--- src/rtl/ascon_arbiter.sv ---
`default_nettype none
// ============================================================================
//  Module      : ascon_arbiter
//  Description : Round-robin arbiter and sequencer sharing one Ascon AEAD core
//                among N requesters. Latches the winning job's operands,
//                drives the core start/release handshake, captures the core
//                result, checks the tag on decryption and aborts a hung core
//                through a watchdog.
//  Revision    : 1.0 - initial release
// ----------------------------------------------------------------------------
//  Ports
//    clk, rst            clock, synchronous active-high reset
//    req_valid_i   [N]   job offered by requester i
//    req_ready_o   [N]   one-cycle accept pulse to the granted requester
//    req_*_i             per-requester operands, requester i at [i*W +: W]
//    rsp_valid_o   [N]   response for requester i, held until rsp_ready_i[i]
//    rsp_ready_i   [N]   response accept
//    rsp_data_o/tag_o    shared result payload and computed tag
//    rsp_auth_ok_o       1 = encrypt, or decrypt with matching tag
//    rsp_timeout_o       1 = job aborted by the watchdog
//    busy_o              high whenever a job is in flight
//    core_*_o            registered operands and start/reset to the core
//    core_out_i/tag_i    core results, core_ready_i core done level
// ============================================================================
module ascon_arbiter #(
    parameter int N       = 2,
    parameter int K       = 128,
    parameter int L       = 40,
    parameter int Y       = 104,
    parameter int TIMEOUT = 255
) (
    input  logic             clk,
    input  logic             rst,
    input  logic [N-1:0]     req_valid_i,
    output logic [N-1:0]     req_ready_o,
    input  logic [N*K-1:0]   req_key_i,
    input  logic [N*128-1:0] req_nonce_i,
    input  logic [N*L-1:0]   req_ad_i,
    input  logic [N*Y-1:0]   req_data_i,
    input  logic [N-1:0]     req_decrypt_i,
    input  logic [N*128-1:0] req_tag_i,
    output logic [N-1:0]     rsp_valid_o,
    input  logic [N-1:0]     rsp_ready_i,
    output logic [Y-1:0]     rsp_data_o,
    output logic [127:0]     rsp_tag_o,
    output logic             rsp_auth_ok_o,
    output logic             rsp_timeout_o,
    output logic             busy_o,
    output logic [K-1:0]     core_key_o,
    output logic [127:0]     core_nonce_o,
    output logic [L-1:0]     core_ad_o,
    output logic [Y-1:0]     core_data_o,
    output logic             core_decrypt_o,
    output logic             core_start_o,
    output logic             core_rst_o,
    input  logic [Y-1:0]     core_out_i,
    input  logic [127:0]     core_tag_i,
    input  logic             core_ready_i
);

    localparam int         c_IW      = $clog2(N);
    localparam logic [7:0] c_WD_LAST = 8'(TIMEOUT - 1);

    typedef enum logic [2:0] {
        S_ARB     = 3'd0,
        S_LAUNCH  = 3'd1,
        S_WAIT    = 3'd2,
        S_RELEASE = 3'd3,
        S_TOUT    = 3'd4,
        S_RESP    = 3'd5
    } state_t;

    state_t            state_q;
    logic [c_IW-1:0]   ptr_q;
    logic [c_IW-1:0]   gnt_q;
    logic [7:0]        wdog_q;
    logic [127:0]      exp_tag_q;
    logic [N-1:0]      rsp_valid_q;
    logic [Y-1:0]      rsp_data_q;
    logic [127:0]      rsp_tag_q;
    logic              rsp_auth_ok_q;
    logic              rsp_timeout_q;
    logic              busy_q;
    logic [K-1:0]      core_key_q;
    logic [127:0]      core_nonce_q;
    logic [L-1:0]      core_ad_q;
    logic [Y-1:0]      core_data_q;
    logic              core_decrypt_q;
    logic              core_start_q;
    logic              wd_rst_q;

    logic [c_IW-1:0]   gnt_d;
    logic              any_d;
    logic              tag_match_d;

    // Round-robin search from ptr+1. The offsets are walked from farthest to
    // nearest so the nearest valid requester is assigned last and wins.
    always_comb begin
        logic [c_IW-1:0] idx;
        idx   = '0;
        gnt_d = ptr_q;
        any_d = 1'b0;
        for (int k = N; k >= 1; k--) begin
            idx = c_IW'((int'(ptr_q) + k) % N);
            if (req_valid_i[idx]) begin
                gnt_d = idx;
                any_d = 1'b1;
            end
        end
    end

    // Accept pulse is combinational so it coincides with the operand latch edge.
    always_comb begin
        req_ready_o = '0;
        if (!rst && state_q == S_ARB && any_d) begin
            req_ready_o[gnt_d] = 1'b1;
        end
    end

    assign tag_match_d = (core_tag_i == exp_tag_q);

    always_ff @(posedge clk) begin
        if (rst) begin
            state_q        <= S_ARB;
            ptr_q          <= c_IW'(N - 1);
            gnt_q          <= '0;
            wdog_q         <= '0;
            exp_tag_q      <= '0;
            rsp_valid_q    <= '0;
            rsp_data_q     <= '0;
            rsp_tag_q      <= '0;
            rsp_auth_ok_q  <= 1'b0;
            rsp_timeout_q  <= 1'b0;
            busy_q         <= 1'b0;
            core_key_q     <= '0;
            core_nonce_q   <= '0;
            core_ad_q      <= '0;
            core_data_q    <= '0;
            core_decrypt_q <= 1'b0;
            core_start_q   <= 1'b0;
            wd_rst_q       <= 1'b0;
        end else begin
            core_start_q <= 1'b0;
            wd_rst_q     <= 1'b0;
            case (state_q)
                S_ARB: begin
                    if (any_d) begin
                        core_key_q     <= req_key_i[int'(gnt_d)*K +: K];
                        core_nonce_q   <= req_nonce_i[int'(gnt_d)*128 +: 128];
                        core_ad_q      <= req_ad_i[int'(gnt_d)*L +: L];
                        core_data_q    <= req_data_i[int'(gnt_d)*Y +: Y];
                        core_decrypt_q <= req_decrypt_i[gnt_d];
                        exp_tag_q      <= req_tag_i[int'(gnt_d)*128 +: 128];
                        gnt_q          <= gnt_d;
                        ptr_q          <= gnt_d;
                        core_start_q   <= 1'b1;
                        busy_q         <= 1'b1;
                        state_q        <= S_LAUNCH;
                    end
                end
                S_LAUNCH: begin
                    wdog_q  <= '0;
                    state_q <= S_WAIT;
                end
                S_WAIT: begin
                    // core_ready takes precedence over an expiring watchdog.
                    if (core_ready_i) begin
                        rsp_tag_q     <= core_tag_i;
                        rsp_auth_ok_q <= !core_decrypt_q || tag_match_d;
                        // A failed authentication never releases plaintext.
                        rsp_data_q    <= (core_decrypt_q && !tag_match_d) ? '0 : core_out_i;
                        core_start_q  <= 1'b1;
                        state_q       <= S_RELEASE;
                    end else if (wdog_q == c_WD_LAST) begin
                        wd_rst_q <= 1'b1;
                        state_q  <= S_TOUT;
                    end else begin
                        wdog_q <= wdog_q + 8'd1;
                    end
                end
                S_RELEASE: begin
                    rsp_valid_q[gnt_q] <= 1'b1;
                    state_q            <= S_RESP;
                end
                S_TOUT: begin
                    rsp_timeout_q      <= 1'b1;
                    rsp_auth_ok_q      <= 1'b0;
                    rsp_data_q         <= '0;
                    rsp_tag_q          <= '0;
                    rsp_valid_q[gnt_q] <= 1'b1;
                    state_q            <= S_RESP;
                end
                S_RESP: begin
                    if (rsp_ready_i[gnt_q]) begin
                        rsp_valid_q   <= '0;
                        rsp_timeout_q <= 1'b0;
                        busy_q        <= 1'b0;
                        state_q       <= S_ARB;
                    end
                end
                default: begin
                    state_q <= S_ARB;
                end
            endcase
        end
    end

    assign rsp_valid_o    = rsp_valid_q;
    assign rsp_data_o     = rsp_data_q;
    assign rsp_tag_o      = rsp_tag_q;
    assign rsp_auth_ok_o  = rsp_auth_ok_q;
    assign rsp_timeout_o  = rsp_timeout_q;
    assign busy_o         = busy_q;
    assign core_key_o     = core_key_q;
    assign core_nonce_o   = core_nonce_q;
    assign core_ad_o      = core_ad_q;
    assign core_data_o    = core_data_q;
    assign core_decrypt_o = core_decrypt_q;
    assign core_start_o   = core_start_q;
    // The core is held in reset with the arbiter and kicked for one cycle on a watchdog abort.
    assign core_rst_o     = rst | wd_rst_q;

endmodule
`default_nettype wire
--- config.mk ---
export PLATFORM = sky130hd
export DESIGN_NAME = ascon_arbiter
export DESIGN_NICKNAME = d
export VERILOG_FILES = /design/src/rtl/ascon_arbiter.sv
export SDC_FILE = /design/constraint.sdc
export NUM_CORES = 1
export LEC_CHECK = 0
export ABC_AREA = 0
export CORE_AREA = 2 2 756 758
export DETAILED_ROUTE_END_ITERATION = 12
export DIE_AREA = 0 0 758 760
export DONT_BUFFER_PORTS = 1
export GPL_TIMING_DRIVEN = 0
export SETUP_SLACK_MARGIN = 0.5
export SLEW_MARGIN = 10
export SYNTH_ARGS = -nofsm -noshare
export SYNTH_HDL_FRONTEND = slang
export SYNTH_SLANG_ARGS = --single-unit
export TNS_END_PERCENT = 20
--- constraint.sdc ---
create_clock -name clk -period 5.1 [get_ports clk]
set_clock_uncertainty 0.2 [all_clocks]
set_input_delay 0.51 -clock clk [delete_from_list [all_inputs] [get_ports clk]]
set_output_delay 0.51 -clock clk [all_outputs]
set_load 0.05 [all_outputs]
==> flow_metrics.env, run 1 <==
export IMPL_ys_seq_elements=781
export IMPL_first_pass_iters=6
export IMPL_grt_pass1_vias=34780
export IMPL_synthCells=3363
export IMPL_p_per_area_nw_per_um2=431.1
export IMPL_design_core_area_sq_um=567700
export IMPL_r2r_end="core_nonce_o[100]"
export IMPL_cts_tree="done"
export IMPL_viasPerCell=2.901
export IMPL_power_leakage_uw=0.02000
export IMPL_path_clk_slew_ns=0.07
export IMPL_min_delay_path_depth=2
export IMPL_vias=36650
export IMPL_synth_area_leader_cell="dfxtp_1"
export IMPL_hold_viol_final=0
export IMPL_yosysWarnings=0
export IMPL_start_util=0.05466
export IMPL_final_util=0.1046
export IMPL_post_cts_buffers=0
export IMPL_finalCritPeriodShare=0.8890
export IMPL_critPathKind="reg -> reg"
export IMPL_min_to="exp_tag_q[87]"
export IMPL_wl_per_cell_microns=38.77
export IMPL_nFillCells=65400
export IMPL_crit_required_ns=5.56
export IMPL_synth_main_ff_cell="dfxtp_1"
export IMPL_avgSynthCellArea_sq_um=9.226
export IMPL_rrSetupSlack_ns=0.57
export IMPL_dpl_hpwl_mm=430.9
export IMPL_fp_dieArea_sq_um=576100
export IMPL_async_flop_share=0
export IMPL_worst_r2r_startpoint="ptr_q"
export IMPL_antenna_found_initial=438
export IMPL_syn_area_sq_um=31030
export IMPL_min_path_type="in -> reg"
export IMPL_outcome="finished clean"
export IMPL_fp_dieW_microns=758
export IMPL_dp_worst_setup_slack_ns=-0.1397
export IMPL_portBuffers=0
export IMPL_synth_fp_nets=4662
export IMPL_multiInputGateArea_sq_um=14910
export IMPL_endpoint_kind="register"
export IMPL_fin_ws_ns=0.5659
export IMPL_drcViolationCount=0
export IMPL_regArea_sq_um=15650
export IMPL_grt_max_degree=18
export IMPL_drt_wl_total_mm=489.8
export IMPL_worstSkewPairLatency_ns=0.90
export IMPL_yosysSeqAreaShare=0.5039
export IMPL_period_needed_ns=4.534
export IMPL_ioPinCount=1939
export IMPL_grt_usage=0.1618
export IMPL_worstMarginPinSlew_ns=1.381
export IMPL_rows=277
export IMPL_dr_first_iter_drc_count=3321
export IMPL_cap_violations=0
export IMPL_fp_dieH_microns=760
export IMPL_drive_gt1_frac=0.08518
export IMPL_start_kind="register"
export IMPL_slew_viol_final=0
export IMPL_arrival_ns=5.00
export IMPL_synth_top_area_share=0.5039
export IMPL_gr_total_overflow=0
export IMPL_dpl_cell_count=10960
export IMPL_ant_nets=0
export IMPL_rsz0062_at_grt="no"
export IMPL_synth_edff_count=0
export IMPL_min_from="req_tag_i[87]"
export IMPL_finalSetupViolCount=0
export IMPL_cts_root_buf="clkbuf_16"
export IMPL_worstPathMaxFanout=12
export IMPL_synth_cell_types=43
export IMPL_clkSinkCount=781
export IMPL_fin_nets=6119
export IMPL_htreeDepth=3
export IMPL_ff2ff_path_depth=8
export IMPL_cts_buffer_depth=4
export IMPL_synth_area_top_cells="dfxtp_1 (50%), mux2i_1 (17%), nand2_1 (9.7%), o21ai_0 (8.6%), xnor2_1 (3.6%)"
export IMPL_gp_congestion=1.083
export IMPL_cts_inserted_buffers=108
export IMPL_irDropWorstVdd_v=0.0002882
export IMPL_final_cells=12630
export IMPL_grt_pass1_wl_mm=560.3
export IMPL_synthToLayoutAreaGrowth_pct=91.32
export IMPL_slew_headroom=0.07787
export IMPL_fmax_mhz=220.5
per-stage QoR:
| step | hold WS, ns | cell area, sq um | setup TNS, ns | total power, uW |
|---|---|---|---|---|
| global route | 0.01239 | 59170 | 0 | 26430 |
| floorplan | 0.2357 | 31030 | 0 | 11820 |
| finish | 0.001757 | 59360 | 0 | 25590 |
| CTS | 0.002150 | 58860 | 0 | 25970 |
| global placement | 0.2553 | 40450 | -183.80 | 15460 |
| detailed placement | 0.2630 | 42210 | -3.967 | 15900 |
cells by family after synthesis:
family	after synthesis	share of synthesized area
flops	781	0.5039
fa+ha+maj	2	0.0008064
buf+inv	251	0.03198
compound gates	788	0.1422
simple gates	876	0.1119
xor+xnor	133	0.03754
mux	532	0.1717
how the worst max path moves through the flow:
stage / start / endpoint / slack [ns]
after floorplan: req_valid_i[1] / req_ready_o[0] / 2.19
after global placement: req_valid_i[1] / core_nonce_o[1] / -3.41
after detailed placement: core_tag_i[26] / rsp_data_o[80] / -0.14
after CTS: state_q[0] / req_ready_o[1] / 0.51
after global routing: ptr_q / core_data_o[82] / 0.49
final: ptr_q / core_nonce_o[100] / 0.57
power by group:
| part | total, uW | internal (uW) | switching [uW] |
|---|---|---|---|
| registers | 10800 | 6960 | 3790 |
| clock network | 8480 | 4890 | 3580 |
| logic | 6370 | 2530 | 3830 |
| total | 25600 | 14400 | 11200 |
Yosys cell counts (4+ instances only):
master,number
nand4_1,35
dfxtp_1,781
nor4_1,9
xnor2_1,129
clkbuf_1,209
o21ai_0,536
mux2i_1,530
a22o_1,105
buf_1,7
inv_1,5
buf_2,25
nand2_1,798
a21oi_1,134
nor2_1,14
xor2_1,4
sequential cells by signal (all words and copies together), names as in the netlist:
| signal | count |
|---|---|
| core_nonce_o | 128 |
| core_key_o | 128 |
| wd_rst_q | 1 |
| state_q | 3 |
| core_ad_o | 40 |
| rsp_auth_ok_o | 1 |
| exp_tag_q | 128 |
| rsp_valid_o | 2 |
| core_data_o | 104 |
| rsp_timeout_o | 1 |
| wdog_q | 8 |
| gnt_q | 1 |
| core_decrypt_o | 1 |
| rsp_tag_o | 128 |
| busy_o | 1 |
| core_start_o | 1 |
| rsp_data_o | 104 |
| ptr_q | 1 |
critical path: stages, from the launching register on:
cell and delay (ns):
dfxtp_1 0.33, o21ai_0 0.19, buf_4 0.26, buf_16 0.22, buf_2 0.40, clkbuf_1 0.98, mux2i_1 0.65, dlygate4sd3_1 0.79
o21ai_0 0.13
cell type report:
class | instances | share of cell area
timing repair buffer | 1347 | 0.2365
inverter | 6 | 0.0003794
clock buffer | 135 | 0.05027
clock inverter | 62 | 0.01400
multi-input combinational | 2331 | 0.2512
buffer | 245 | 0.01716
tap | 7533 | 0.1588
antenna | 193 | 0.008136
sequential | 781 | 0.2636
per-layer routing:
layer | GRT usage | vias to the layer above | wire, microns
li1 | - | 14770 | -
met1 | 0.1753 | 17480 | 181200
met2 | 0.2535 | 3095 | 213300
met3 | 0.08666 | 1140 | 62580
met4 | 0.08433 | 176 | 31070
met5 | 0.006173 | - | 1676
layout by cell type, fill, tap and decap left out, types with 7 or more instances in the layout:
| master | netlist | final |
|---|---|---|
| clkinvlp_4 | 0 | 14 |
| mux2i_1 | 530 | 472 |
| nand4_1 | 35 | 35 |
| buf_8 | 0 | 29 |
| buf_16 | 0 | 15 |
| clkbuf_16 | 0 | 108 |
| a21oi_1 | 134 | 134 |
| buf_1 | 7 | 7 |
| xnor2_2 | 0 | 20 |
| mux2i_2 | 0 | 43 |
| bufinv_16 | 0 | 14 |
| dfxtp_2 | 0 | 9 |
| xnor2_1 | 129 | 109 |
| nand2_1 | 798 | 798 |
| clkbuf_2 | 0 | 33 |
| buf_12 | 0 | 15 |
| nor2_1 | 14 | 13 |
| clkbuf_8 | 0 | 18 |
| inv_6 | 0 | 8 |
| buf_2 | 25 | 25 |
| mux2i_4 | 0 | 15 |
| a22o_1 | 105 | 105 |
| clkinv_2 | 0 | 10 |
| dfxtp_1 | 781 | 772 |
| dlygate4sd3_1 | 0 | 1281 |
| clkbuf_1 | 209 | 184 |
| diode_2 | 0 | 193 |
| o21ai_0 | 536 | 536 |
| nor4_1 | 9 | 8 |
timing repair:
| item | 4_1_cts | 5_1_grt |
|---|---|---|
| hold buffers | 1279 | 2 |
| endpoints found under the hold margin | 772 | 1 |
| setup endpoints to repair | 94 | 0 |
| resized for setup | 5 | 0 |
Note: power is estimated with default switching activity, not from simulation.
==> run 2: changes to the inputs <==
--- a/config.mk
+++ b/config.mk
@@ -6,11 +6,14 @@
 export NUM_CORES = 1
 export LEC_CHECK = 0
 export ABC_AREA = 0
-export CORE_AREA = 2 2 756 758
+export CELL_PAD_IN_SITES_DETAIL_PLACEMENT = 0
+export CELL_PAD_IN_SITES_GLOBAL_PLACEMENT = 1
+export CORE_AREA = 2 2 762 764
 export DETAILED_ROUTE_END_ITERATION = 12
-export DIE_AREA = 0 0 758 760
+export DIE_AREA = 0 0 764 766
 export DONT_BUFFER_PORTS = 1
 export GPL_TIMING_DRIVEN = 0
+export PLACE_DENSITY = 0.3
 export SETUP_SLACK_MARGIN = 0.5
 export SLEW_MARGIN = 10
 export SYNTH_ARGS = -nofsm -noshare
==> flow_metrics.env, run 2 (synthesized netlist as in run 1, its figures left out) <==
export IMPL_rows=279
export IMPL_p_per_area_nw_per_um2=431.1
export IMPL_gp_congestion=0.9677
export IMPL_worstMarginPinSlew_ns=1.298
export IMPL_fp_dieArea_sq_um=585200
export IMPL_drive_gt1_frac=0.07613
export IMPL_grt_usage=0.1454
export IMPL_outcome="finished clean"
export IMPL_ant_nets=0
export IMPL_grt_pass1_wl_mm=522.0
export IMPL_final_cell_mix="dlygate4sd3_1 (1302), nand2_1 (798), dfxtp_1 (778)"
export IMPL_vias=34790
export IMPL_clkSinkCount=781
export IMPL_crit_required_ns=4.39
export IMPL_fp_dieW_microns=764
export IMPL_cts_tree="done"
export IMPL_viasPerCell=2.726
export IMPL_finalSetupViolCount=0
export IMPL_start_kind="register"
export IMPL_layout_commonest_cell="dlygate4sd3_1"
export IMPL_path_clk_slew_ns=0.06
export IMPL_multiInputGateArea_sq_um=14760
export IMPL_critPathKind="reg -> out"
export IMPL_arrival_ns=3.66
export IMPL_period_needed_ns=4.368
export IMPL_worstPathMaxFanout=12
export IMPL_dpl_hpwl_mm=389.5
export IMPL_finalPower_uw=25620
export IMPL_rsz0062_at_grt="no"
export IMPL_fin_nets=6134
export IMPL_tns_ns=0
export IMPL_endpoint_kind="primary output"
export IMPL_fp_dieH_microns=766
export IMPL_min_path_type="in -> reg"
export IMPL_cts_inserted_buffers=118
export IMPL_fin_ws_ns=0.7315
export IMPL_busiest_layer="met2"
export IMPL_slew_headroom=0.1350
export IMPL_met3_usage=0.06828
export IMPL_fmax_mhz=228.9
export IMPL_cap_violations=0
export IMPL_power_leakage_uw=0.02026
export IMPL_cts_buffer_depth=4
export IMPL_design_core_area_sq_um=576300
export IMPL_synthToLayoutAreaGrowth_pct=91.54
export IMPL_dp_worst_setup_slack_ns=-0.7561
export IMPL_regArea_sq_um=15640
export IMPL_drcViolationCount=0
export IMPL_slew_viol_final=0
export IMPL_irDropWorstVdd_v=0.0002828
export IMPL_grt_use_met2=0.2383
export IMPL_antenna_found_initial=356
export IMPL_hold_viol_final=0
export IMPL_htreeDepth=3
export IMPL_nFillCells=66470
export IMPL_dr_first_iter_drc_count=2201
export IMPL_portBuffers=0
export IMPL_worst_hold_slack_ns=0.03611
export IMPL_grt_max_degree=18
export IMPL_gr_total_overflow=0
export IMPL_start_util=0.05384
export IMPL_grtUsageMet1=0.1621
export IMPL_ioPinCount=1939
export IMPL_worstSkewPairLatency_ns=0.89
export IMPL_finalCritPeriodShare=0.8566
export IMPL_drt_wl_total_mm=445.0
export IMPL_grt_pass1_vias=35040
export IMPL_wl_per_cell_microns=34.87
export IMPL_cts_root_buf="clkbuf_16"
export IMPL_first_pass_iters=5
==> run 2: what timing repair did <==
action	CTS	global route
hold buffers	1302	0
endpoints found under the setup margin	105	0
setup buffers	2	0
gates resized for setup	14	0
endpoints found under the hold margin	775	0
==> run 2: worst paths after layout <==
kind	startpoint	slack [ns]	cells after the start	endpoint
worst max-delay path	ptr_q	0.73	6	req_ready_o[1]
worst min-delay path	req_nonce_i[231]	0.04	2	core_nonce_o[103]
worst max register to register	exp_tag_q[68]	0.75	10	rsp_data_o[38]
worst min register to register	ptr_q	0.26	2	ptr_q
==> run 2: worst max-delay path: stages, from the launching register on <==
cell and delay [ns]:
dfxtp_1 0.32, o21ai_0 0.16, buf_4 0.30, buf_16 0.25, buf_2 0.70, clkbuf_1 0.70
nor2_4 0.25
==> run 2: power by group <==
group / switching [uW] / leakage, uW / internal, uW / total [uW]
Clock: 3720 / 0.00197 / 5200 / 8920
Combinational: 3690 / 0.0119 / 2460 / 6150
Sequential: 3580 / 0.00639 / 6960 / 10500
==> run 2: cell type report <==
cell class / count / share of cell area
inverters: 6 / 0.0003789
well taps: 7727 / 0.1627
plain buffers: 245 / 0.01741
clock buffers: 162 / 0.05651
diodes: 110 / 0.004632
flip-flops and latches: 781 / 0.2631
multi-input cells: 2331 / 0.2484
repair buffers: 1352 / 0.2356
clock inverters: 49 / 0.01126
==> run 2: layer usage <==
layer	vias to the layer above	wire, microns
met2	2336	201100
met3	765	51520
met4	134	22140
met5	-	913
li1	14740	-
met1	16820	169300
==> run 2: metrics by stage <==
step | utilization | instances | area, sq um
3_3_place_gp | 0.07061 | 11090 | 40700
5_1_grt | 0.1029 | 12710 | 59290
3_5_place_dp | 0.07282 | 11140 | 41970
2_1_floorplan | - | 3363 | 31030
4_1_cts | 0.1026 | 12650 | 59150
6_report | 0.1031 | 12760 | 59430
